<file path="src/rtl/hazard_control_unit_if.sv">
`default_nettype none
// +--------------------------------------------------------------------------+
// | hazard_control_unit_if : pipeline hazard signals (slave = controller)    |
// | Revision 1.0                                                             |
// +--------------------------------------------------------------------------+
interface hazard_control_unit_if;
  logic [31:0] instr_ID;
  logic [31:0] instr_EX;
  logic        memread_EX;
  logic        branch_taken_EX;
  logic        dmem_req_MEM;
  logic        dmem_ready_MEM;
  logic        pc_write_en;
  logic        ifid_write_en;
  logic        ifid_flush;
  logic        idex_write_en;
  logic        idex_flush;
  logic        exmem_write_en;
  logic        memwb_bubble;
  logic        mem_timeout_err;
  logic [31:0] perf_stall_cycles;
  logic [31:0] perf_flush_count;

  modport master (
    output instr_ID, instr_EX, memread_EX, branch_taken_EX, dmem_req_MEM, dmem_ready_MEM,
    input  pc_write_en, ifid_write_en, ifid_flush, idex_write_en, idex_flush,
           exmem_write_en, memwb_bubble, mem_timeout_err, perf_stall_cycles, perf_flush_count
  );

  modport slave (
    input  instr_ID, instr_EX, memread_EX, branch_taken_EX, dmem_req_MEM, dmem_ready_MEM,
    output pc_write_en, ifid_write_en, ifid_flush, idex_write_en, idex_flush,
           exmem_write_en, memwb_bubble, mem_timeout_err, perf_stall_cycles, perf_flush_count
  );
endinterface
`default_nettype wire

</file>
<file path="src/rtl/hazard_control_unit.sv">
`default_nettype none
// +--------------------------------------------------------------------------+
// | hazard_control_unit : RV32I stall/flush control with MEM-wait watchdog    |
// | Revision 1.0 -- perf counters under `HAZARD_PERF_CNT_EN                   |
// +--------------------------------------------------------------------------+
module hazard_control_unit #(
  parameter int MEM_TIMEOUT = 256,
  parameter int CNT_W       = 16
) (
  input  wire logic              clk,
  input  wire logic              rst_n,
  hazard_control_unit_if.slave   bus
);

  localparam logic [1:0] S_RUN      = 2'd0;
  localparam logic [1:0] S_MEM_WAIT = 2'd1;
  localparam logic [1:0] S_ERR      = 2'd2;

  localparam logic [6:0]       c_OP_LUI   = 7'b0110111;
  localparam logic [6:0]       c_OP_AUIPC = 7'b0010111;
  localparam logic [6:0]       c_OP_JAL   = 7'b1101111;
  localparam logic [6:0]       c_OP_REG   = 7'b0110011;
  localparam logic [6:0]       c_OP_STORE = 7'b0100011;
  localparam logic [6:0]       c_OP_BR    = 7'b1100011;
  localparam logic [CNT_W-1:0] c_TIMEOUT  = CNT_W'(MEM_TIMEOUT);

  logic [1:0]       r_state, w_state_next, w_state_eff;
  logic [CNT_W-1:0] r_wait_cnt, w_cnt_next, w_cnt_inc;
  logic             w_rs1_used, w_rs2_used, w_load_use, w_mem_busy, w_freeze, w_branch_flush;
  logic             w_unused_bits;

  wire logic [6:0] w_op_id  = bus.instr_ID[6:0];
  wire logic [4:0] w_rs1_id = bus.instr_ID[19:15];
  wire logic [4:0] w_rs2_id = bus.instr_ID[24:20];
  wire logic [4:0] w_rd_ex  = bus.instr_EX[11:7];

  assign w_unused_bits = ^{bus.instr_ID[31:25], bus.instr_ID[14:7], bus.instr_EX[31:12], bus.instr_EX[6:0]};

  always_comb begin
    w_rs1_used = !((w_op_id == c_OP_LUI) || (w_op_id == c_OP_AUIPC) || (w_op_id == c_OP_JAL));
    w_rs2_used = (w_op_id == c_OP_REG) || (w_op_id == c_OP_STORE) || (w_op_id == c_OP_BR);
    w_load_use = bus.memread_EX && (w_rd_ex != 5'd0) &&
                 ((w_rs1_used && (w_rd_ex == w_rs1_id)) || (w_rs2_used && (w_rd_ex == w_rs2_id)));
    w_mem_busy = bus.dmem_req_MEM && !bus.dmem_ready_MEM;
  end

  // State register
  always_ff @(posedge clk) begin
    if (!rst_n) begin
      r_state    <= S_RUN;
      r_wait_cnt <= '0;
    end else begin
      r_state    <= w_state_next;
      r_wait_cnt <= w_cnt_next;
    end
  end

  // Next-state logic; the counter holds the number of wait cycles completed so far
  always_comb begin
    w_state_next = r_state;
    w_cnt_next   = r_wait_cnt;
    w_cnt_inc    = r_wait_cnt + CNT_W'(1);
    case (r_state)
      S_RUN: begin
        if (w_mem_busy) begin
          w_cnt_next   = CNT_W'(1);
          w_state_next = (MEM_TIMEOUT == 1) ? S_ERR : S_MEM_WAIT;
        end
      end
      S_MEM_WAIT: begin
        if (bus.dmem_ready_MEM) begin
          w_state_next = S_RUN;
          w_cnt_next   = '0;
        end else begin
          w_cnt_next = w_cnt_inc;
          if ((MEM_TIMEOUT != 0) && (w_cnt_inc == c_TIMEOUT)) begin
            w_state_next = S_ERR;
          end
        end
      end
      S_ERR:   w_state_next = S_ERR;
      default: w_state_next = S_RUN;
    endcase
  end

  // Mealy outputs; while reset is asserted the controller behaves as if in RUN
  always_comb begin
    w_state_eff    = rst_n ? r_state : S_RUN;
    w_freeze       = ((w_state_eff == S_RUN) && w_mem_busy) ||
                     ((w_state_eff == S_MEM_WAIT) && !bus.dmem_ready_MEM) ||
                     (w_state_eff == S_ERR);
    w_branch_flush = 1'b0;
    bus.pc_write_en    = 1'b1;
    bus.ifid_write_en  = 1'b1;
    bus.ifid_flush     = 1'b0;
    bus.idex_write_en  = 1'b1;
    bus.idex_flush     = 1'b0;
    bus.exmem_write_en = 1'b1;
    bus.memwb_bubble   = 1'b0;
    if (w_freeze) begin
      bus.pc_write_en    = 1'b0;
      bus.ifid_write_en  = 1'b0;
      bus.idex_write_en  = 1'b0;
      bus.exmem_write_en = 1'b0;
      bus.memwb_bubble   = 1'b1;
    end else if (bus.branch_taken_EX) begin
      w_branch_flush = 1'b1;
      bus.ifid_flush = 1'b1;
      bus.idex_flush = 1'b1;
    end else if (w_load_use) begin
      bus.pc_write_en   = 1'b0;
      bus.ifid_write_en = 1'b0;
      bus.idex_flush    = 1'b1;
    end
    bus.mem_timeout_err = (w_state_eff == S_ERR);
  end

`ifdef HAZARD_PERF_CNT_EN
  logic [31:0] r_stall_cnt, r_flush_cnt;

  always_ff @(posedge clk) begin
    if (!rst_n) begin
      r_stall_cnt <= '0;
      r_flush_cnt <= '0;
    end else begin
      if (!bus.pc_write_en) r_stall_cnt <= r_stall_cnt + 32'd1;
      if (w_branch_flush)   r_flush_cnt <= r_flush_cnt + 32'd1;
    end
  end

  assign bus.perf_stall_cycles = r_stall_cnt;
  assign bus.perf_flush_count  = r_flush_cnt;
`else
  assign bus.perf_stall_cycles = 32'd0;
  assign bus.perf_flush_count  = 32'd0;
`endif

endmodule
`default_nettype wire

</file>
<file path="src/flat_wrapper.sv">
// flat-port wrapper written by rule: the top's interface ports become plain ports
module hazard_control_unit_flat 
#(
  parameter int MEM_TIMEOUT = 256,
  parameter int CNT_W       = 16
)
  (clk, rst_n, bus_instr_ID, bus_instr_EX, bus_memread_EX, bus_branch_taken_EX, bus_dmem_req_MEM, bus_dmem_ready_MEM, bus_pc_write_en, bus_ifid_write_en, bus_ifid_flush, bus_idex_write_en, bus_idex_flush, bus_exmem_write_en, bus_memwb_bubble, bus_mem_timeout_err, bus_perf_stall_cycles, bus_perf_flush_count);
  hazard_control_unit_if bus_i ();
  input  wire logic clk;
  input  wire logic rst_n;
  input wire logic [$bits(bus_i.instr_ID)-1:0] bus_instr_ID;
  input wire logic [$bits(bus_i.instr_EX)-1:0] bus_instr_EX;
  input wire logic [$bits(bus_i.memread_EX)-1:0] bus_memread_EX;
  input wire logic [$bits(bus_i.branch_taken_EX)-1:0] bus_branch_taken_EX;
  input wire logic [$bits(bus_i.dmem_req_MEM)-1:0] bus_dmem_req_MEM;
  input wire logic [$bits(bus_i.dmem_ready_MEM)-1:0] bus_dmem_ready_MEM;
  output wire logic [$bits(bus_i.pc_write_en)-1:0] bus_pc_write_en;
  output wire logic [$bits(bus_i.ifid_write_en)-1:0] bus_ifid_write_en;
  output wire logic [$bits(bus_i.ifid_flush)-1:0] bus_ifid_flush;
  output wire logic [$bits(bus_i.idex_write_en)-1:0] bus_idex_write_en;
  output wire logic [$bits(bus_i.idex_flush)-1:0] bus_idex_flush;
  output wire logic [$bits(bus_i.exmem_write_en)-1:0] bus_exmem_write_en;
  output wire logic [$bits(bus_i.memwb_bubble)-1:0] bus_memwb_bubble;
  output wire logic [$bits(bus_i.mem_timeout_err)-1:0] bus_mem_timeout_err;
  output wire logic [$bits(bus_i.perf_stall_cycles)-1:0] bus_perf_stall_cycles;
  output wire logic [$bits(bus_i.perf_flush_count)-1:0] bus_perf_flush_count;
  assign bus_i.instr_ID = bus_instr_ID;
  assign bus_i.instr_EX = bus_instr_EX;
  assign bus_i.memread_EX = bus_memread_EX;
  assign bus_i.branch_taken_EX = bus_branch_taken_EX;
  assign bus_i.dmem_req_MEM = bus_dmem_req_MEM;
  assign bus_i.dmem_ready_MEM = bus_dmem_ready_MEM;
  assign bus_pc_write_en = bus_i.pc_write_en;
  assign bus_ifid_write_en = bus_i.ifid_write_en;
  assign bus_ifid_flush = bus_i.ifid_flush;
  assign bus_idex_write_en = bus_i.idex_write_en;
  assign bus_idex_flush = bus_i.idex_flush;
  assign bus_exmem_write_en = bus_i.exmem_write_en;
  assign bus_memwb_bubble = bus_i.memwb_bubble;
  assign bus_mem_timeout_err = bus_i.mem_timeout_err;
  assign bus_perf_stall_cycles = bus_i.perf_stall_cycles;
  assign bus_perf_flush_count = bus_i.perf_flush_count;
  hazard_control_unit #(.MEM_TIMEOUT(MEM_TIMEOUT), .CNT_W(CNT_W)) u_core (.clk(clk), .rst_n(rst_n), .bus(bus_i));
endmodule
</file>
<file path="config.mk">
export PLATFORM = sky130hd
export DESIGN_NAME = hazard_control_unit_flat
export DESIGN_NICKNAME = d
export VERILOG_FILES = /design/src/rtl/hazard_control_unit_if.sv /design/src/rtl/hazard_control_unit.sv /design/src/flat_wrapper.sv
export SDC_FILE = /design/constraint.sdc
export NUM_CORES = 1
export LEC_CHECK = 0
export CAP_MARGIN = 25
export CELL_PAD_IN_SITES_DETAIL_PLACEMENT = 1
export CELL_PAD_IN_SITES_GLOBAL_PLACEMENT = 2
export CORE_MARGIN = 2
export CORE_UTILIZATION = 19
export CTS_BUF_LIST = sky130_fd_sc_hd__clkbuf_2
export DETAILED_ROUTE_END_ITERATION = 16
export PLACE_DENSITY = 0.95
export SLEW_MARGIN = 25
export SYNTH_ARGS = -nofsm -noshare
export SYNTH_HDL_FRONTEND = slang
export SYNTH_SLANG_ARGS = --single-unit
</file>
<file path="constraint.sdc">
create_clock -name clk -period 4.41 [get_ports clk]
set_input_delay 0.882 -clock clk [delete_from_list [all_inputs] [get_ports clk]]
set_output_delay 0.882 -clock clk [all_outputs]
set_load 0.005 [all_outputs]
</file>
==> metrics.csv <==
metric,value,unit
whs,0.5545,ns
area_growth,11.67,%
crit_family,buffers and inverters,
status,"finished, final reports clean",
antenna_found_initial,0,
hold_path_class,reg2reg,
portBuffers,35,
cts_tree,yes,
fmax,0.2568,GHz
setup_viol,0,
nNetsFinal,356,
yosysTopAreaCell,buf_4,
fin_crit,3.893,ns
synthFlopType,dfxtp_1,
wl_per_cell,11.93,um
clockBufferDepth,2,
clock_latency,0.32,ns
grt_overflow,0,
required,3.53,ns
numCtsBuffers,3,
rsz0062_at_grt,no,
synth-adder-area-share,0.01296,
placed_area,2135,sq um
drtIter0Drc,79,
die_y,104.8,um
remaining_drc_errors,0,
crit_slowest_cell,or4_1,
grt_pass1_wl,7.879,mm
synthTopCellsByArea,"buf_4 26%, dfxtp_1 19%, a21oi_1 4.9%",
antenna_left,0,
die_area,10980,sq um
cts.repair.resized,0,
rows,36,
crit_chain,clkdlybuf4s50_1 > or4_1 > o21ai_0 > a41oi_1 > o21ai_0 > o21a_1 > clkdlybuf4s50_1,
path_buf_inv,2,
dpl.hpwl,3.838,mm
path_max_fanout,3,
design_area,2156,sq um
p_leak,0.0008000,uW
final_hold_viol_count,0,
track_usage,0.08603,
synth_seq_cells,18,
dp_cells,412,
drt_pass1_iterations,4,
wirelength,4.974,mm
synth_top_family_by_area,buffers and inverters,
drv_slew,0,
async_reset_ff_frac,0,
finalSetupTns,0,ns
relSlewSlack,0.4512,
clk_pin_slew_worst_paths,0.19,ns
htreeDepth,1,
cellPowerDensity,151.2,nW/um^2
max_stage_delay,0.55,ns
synth_top_area_frac,0.2644,
synth_simple_gate_area_frac,0.2463,
synth_xor_area_frac,0.05444,
cp.arrival,3.01,ns
fin_cells,417,
synth-compound-area-share,0.1983,
nFillCells,1259,
synthDistinctLibCells,52,
grt_max_degree,18,
worst_slew_pin_slew,0.8215,ns
cts_setup_buffers,0,
fp.dieW,104.8,um
fin_crit_sh,0.8829,
synth-edff-count,0,
clockRootBuffer,clkbuf_2,
synthMuxAreaShare,0.005185,
num_io_pins,142,
synthesis.area,1931,sq um
cts.sinks,18,
start_util,0.1966,
ir_drop,0.05330,mV
gp_congestion,0.7804,
yosysWarnings,0,
drive_gt1_frac,0.03180,
syn_inst,257,
ctsHoldBuffers,0,
synth-seq-area-share,0.1866,
route.vias.total,1743,
vias_per_cell,4.180,
grt_pass1_vias,1596,
crit_type,in2out,
crit_path_end_kind,output pin,
drv_cap,0,
cp-start-kind,primary input,
postSynthAreaPerCell,7.512,sq um
skew,0.02053,ns
core_area,9819,sq um
==> per-stage QoR <==
step	worst slack (ns)	util	power, uW
2_1_floorplan	1.582	-	251.7
6_report	0.5166	0.2195	325.9
4_1_cts	0.4565	0.2193	332.7
3_3_place_gp	0.5699	0.2174	250.5
5_1_grt	0.3947	0.2193	351.2
3_5_place_dp	0.4650	0.2174	254.0
==> state kept, by name, summed over array words and instances (netlist names) <==
| register | flops |
|---|---|
| u_core.r_wait_cnt | 16 |
| u_core.r_state | 2 |
==> final timing paths <==
| path | startpoint | to | slack (ns) | depth (start not counted) |
|---|---|---|---|---|
| setup / recovery | bus_instr_EX[7] | bus_pc_write_en | 0.52 | 7 |
| hold / removal | u_core.r_wait_cnt[15]$_SDFFE_PN0P_ | u_core.r_wait_cnt[15]$_SDFFE_PN0P_ | 0.55 | 1 |
| setup reg to reg | u_core.r_wait_cnt[0]$_SDFFE_PN0P_ | u_core.r_state[1]$_SDFFE_PN0P_ | 2.12 | 6 |
| hold reg to reg | u_core.r_wait_cnt[15]$_SDFFE_PN0P_ | u_core.r_wait_cnt[15]$_SDFFE_PN0P_ | 0.55 | 1 |
==> layer usage <==
layer | track usage | wire length, um | vias to the layer above
met5 | 0 | 0 | -
li1 | - | - | 845
met4 | 0.02190 | 43 | 0
met2 | 0.1503 | 2275 | 78
met1 | 0.1070 | 2303 | 815
met3 | 0.01809 | 352 | 5
==> cell families after synthesis <==
group,Yosys count
DFF,18
muxes,1
adders and majority gates,2
other,1
and+or+nand+nor,81
xor gates and xnor gates,12
AOI/OAI and AO/OA,61
buffers and inverters,81
==> layout by cell type, fill, tap and decap left out, drive strengths merged, types with 4 or more instances in the layout <==
master	netlist	routed
dfxtp	18	18
xor2	4	4
xnor2	8	8
nand4	8	8
nor4	6	6
nor2	15	15
nand3	8	8
a21oi	19	19
nor3	7	7
inv	4	4
conb	1	64
o21ai	15	15
clkdlybuf4s50	0	35
a31oi	5	5
nand2	13	13
==> cell usage after synthesis (all sizes together), types with 2 or more instances <==
master / number
a211oi: 2
nor3: 7
ha: 2
o2111ai: 2
or4: 2
a21oi: 19
o21a: 2
nand3: 8
nand4: 8
nor2: 15
dfxtp: 18
or2b: 2
and2: 2
a31oi: 5
and3: 3
a211o: 3
o21ai: 15
xor2: 4
inv: 4
xnor2: 8
or3: 3
nand2: 13
clkbuf: 6
buf: 70
and4: 2
nand2b: 2
nand4b: 3
a21o: 2
a311oi: 3
nor4: 6
==> layout make-up <==
| cell class | instances | area, sq um | share of cell area |
|---|---|---|---|
| Inverter | 5 | 18.77 | 0.008706 |
| Sequential cell | 18 | 360.3 | 0.1672 |
| Clock buffer | 3 | 15.01 | 0.006965 |
| Multi-Input combinational cell | 221 | 1239 | 0.5746 |
| Timing Repair Buffer | 35 | 350.3 | 0.1625 |
| Antenna cell | 1 | 2.502 | 0.001161 |
| Clock inverter | 1 | 3.754 | 0.001741 |
| Tap cell | 133 | 166.4 | 0.07719 |
==> power by group <==
group	total [uW]	leakage, uW	internal [uW]	switching [uW]
Clock	74.6	0.0000140	19.7	54.9
Sequential	167	0.000145	164	2.72
Combinational	84.4	0.000641	41.4	43.0
Note: power is estimated with default switching activity, not from simulation.
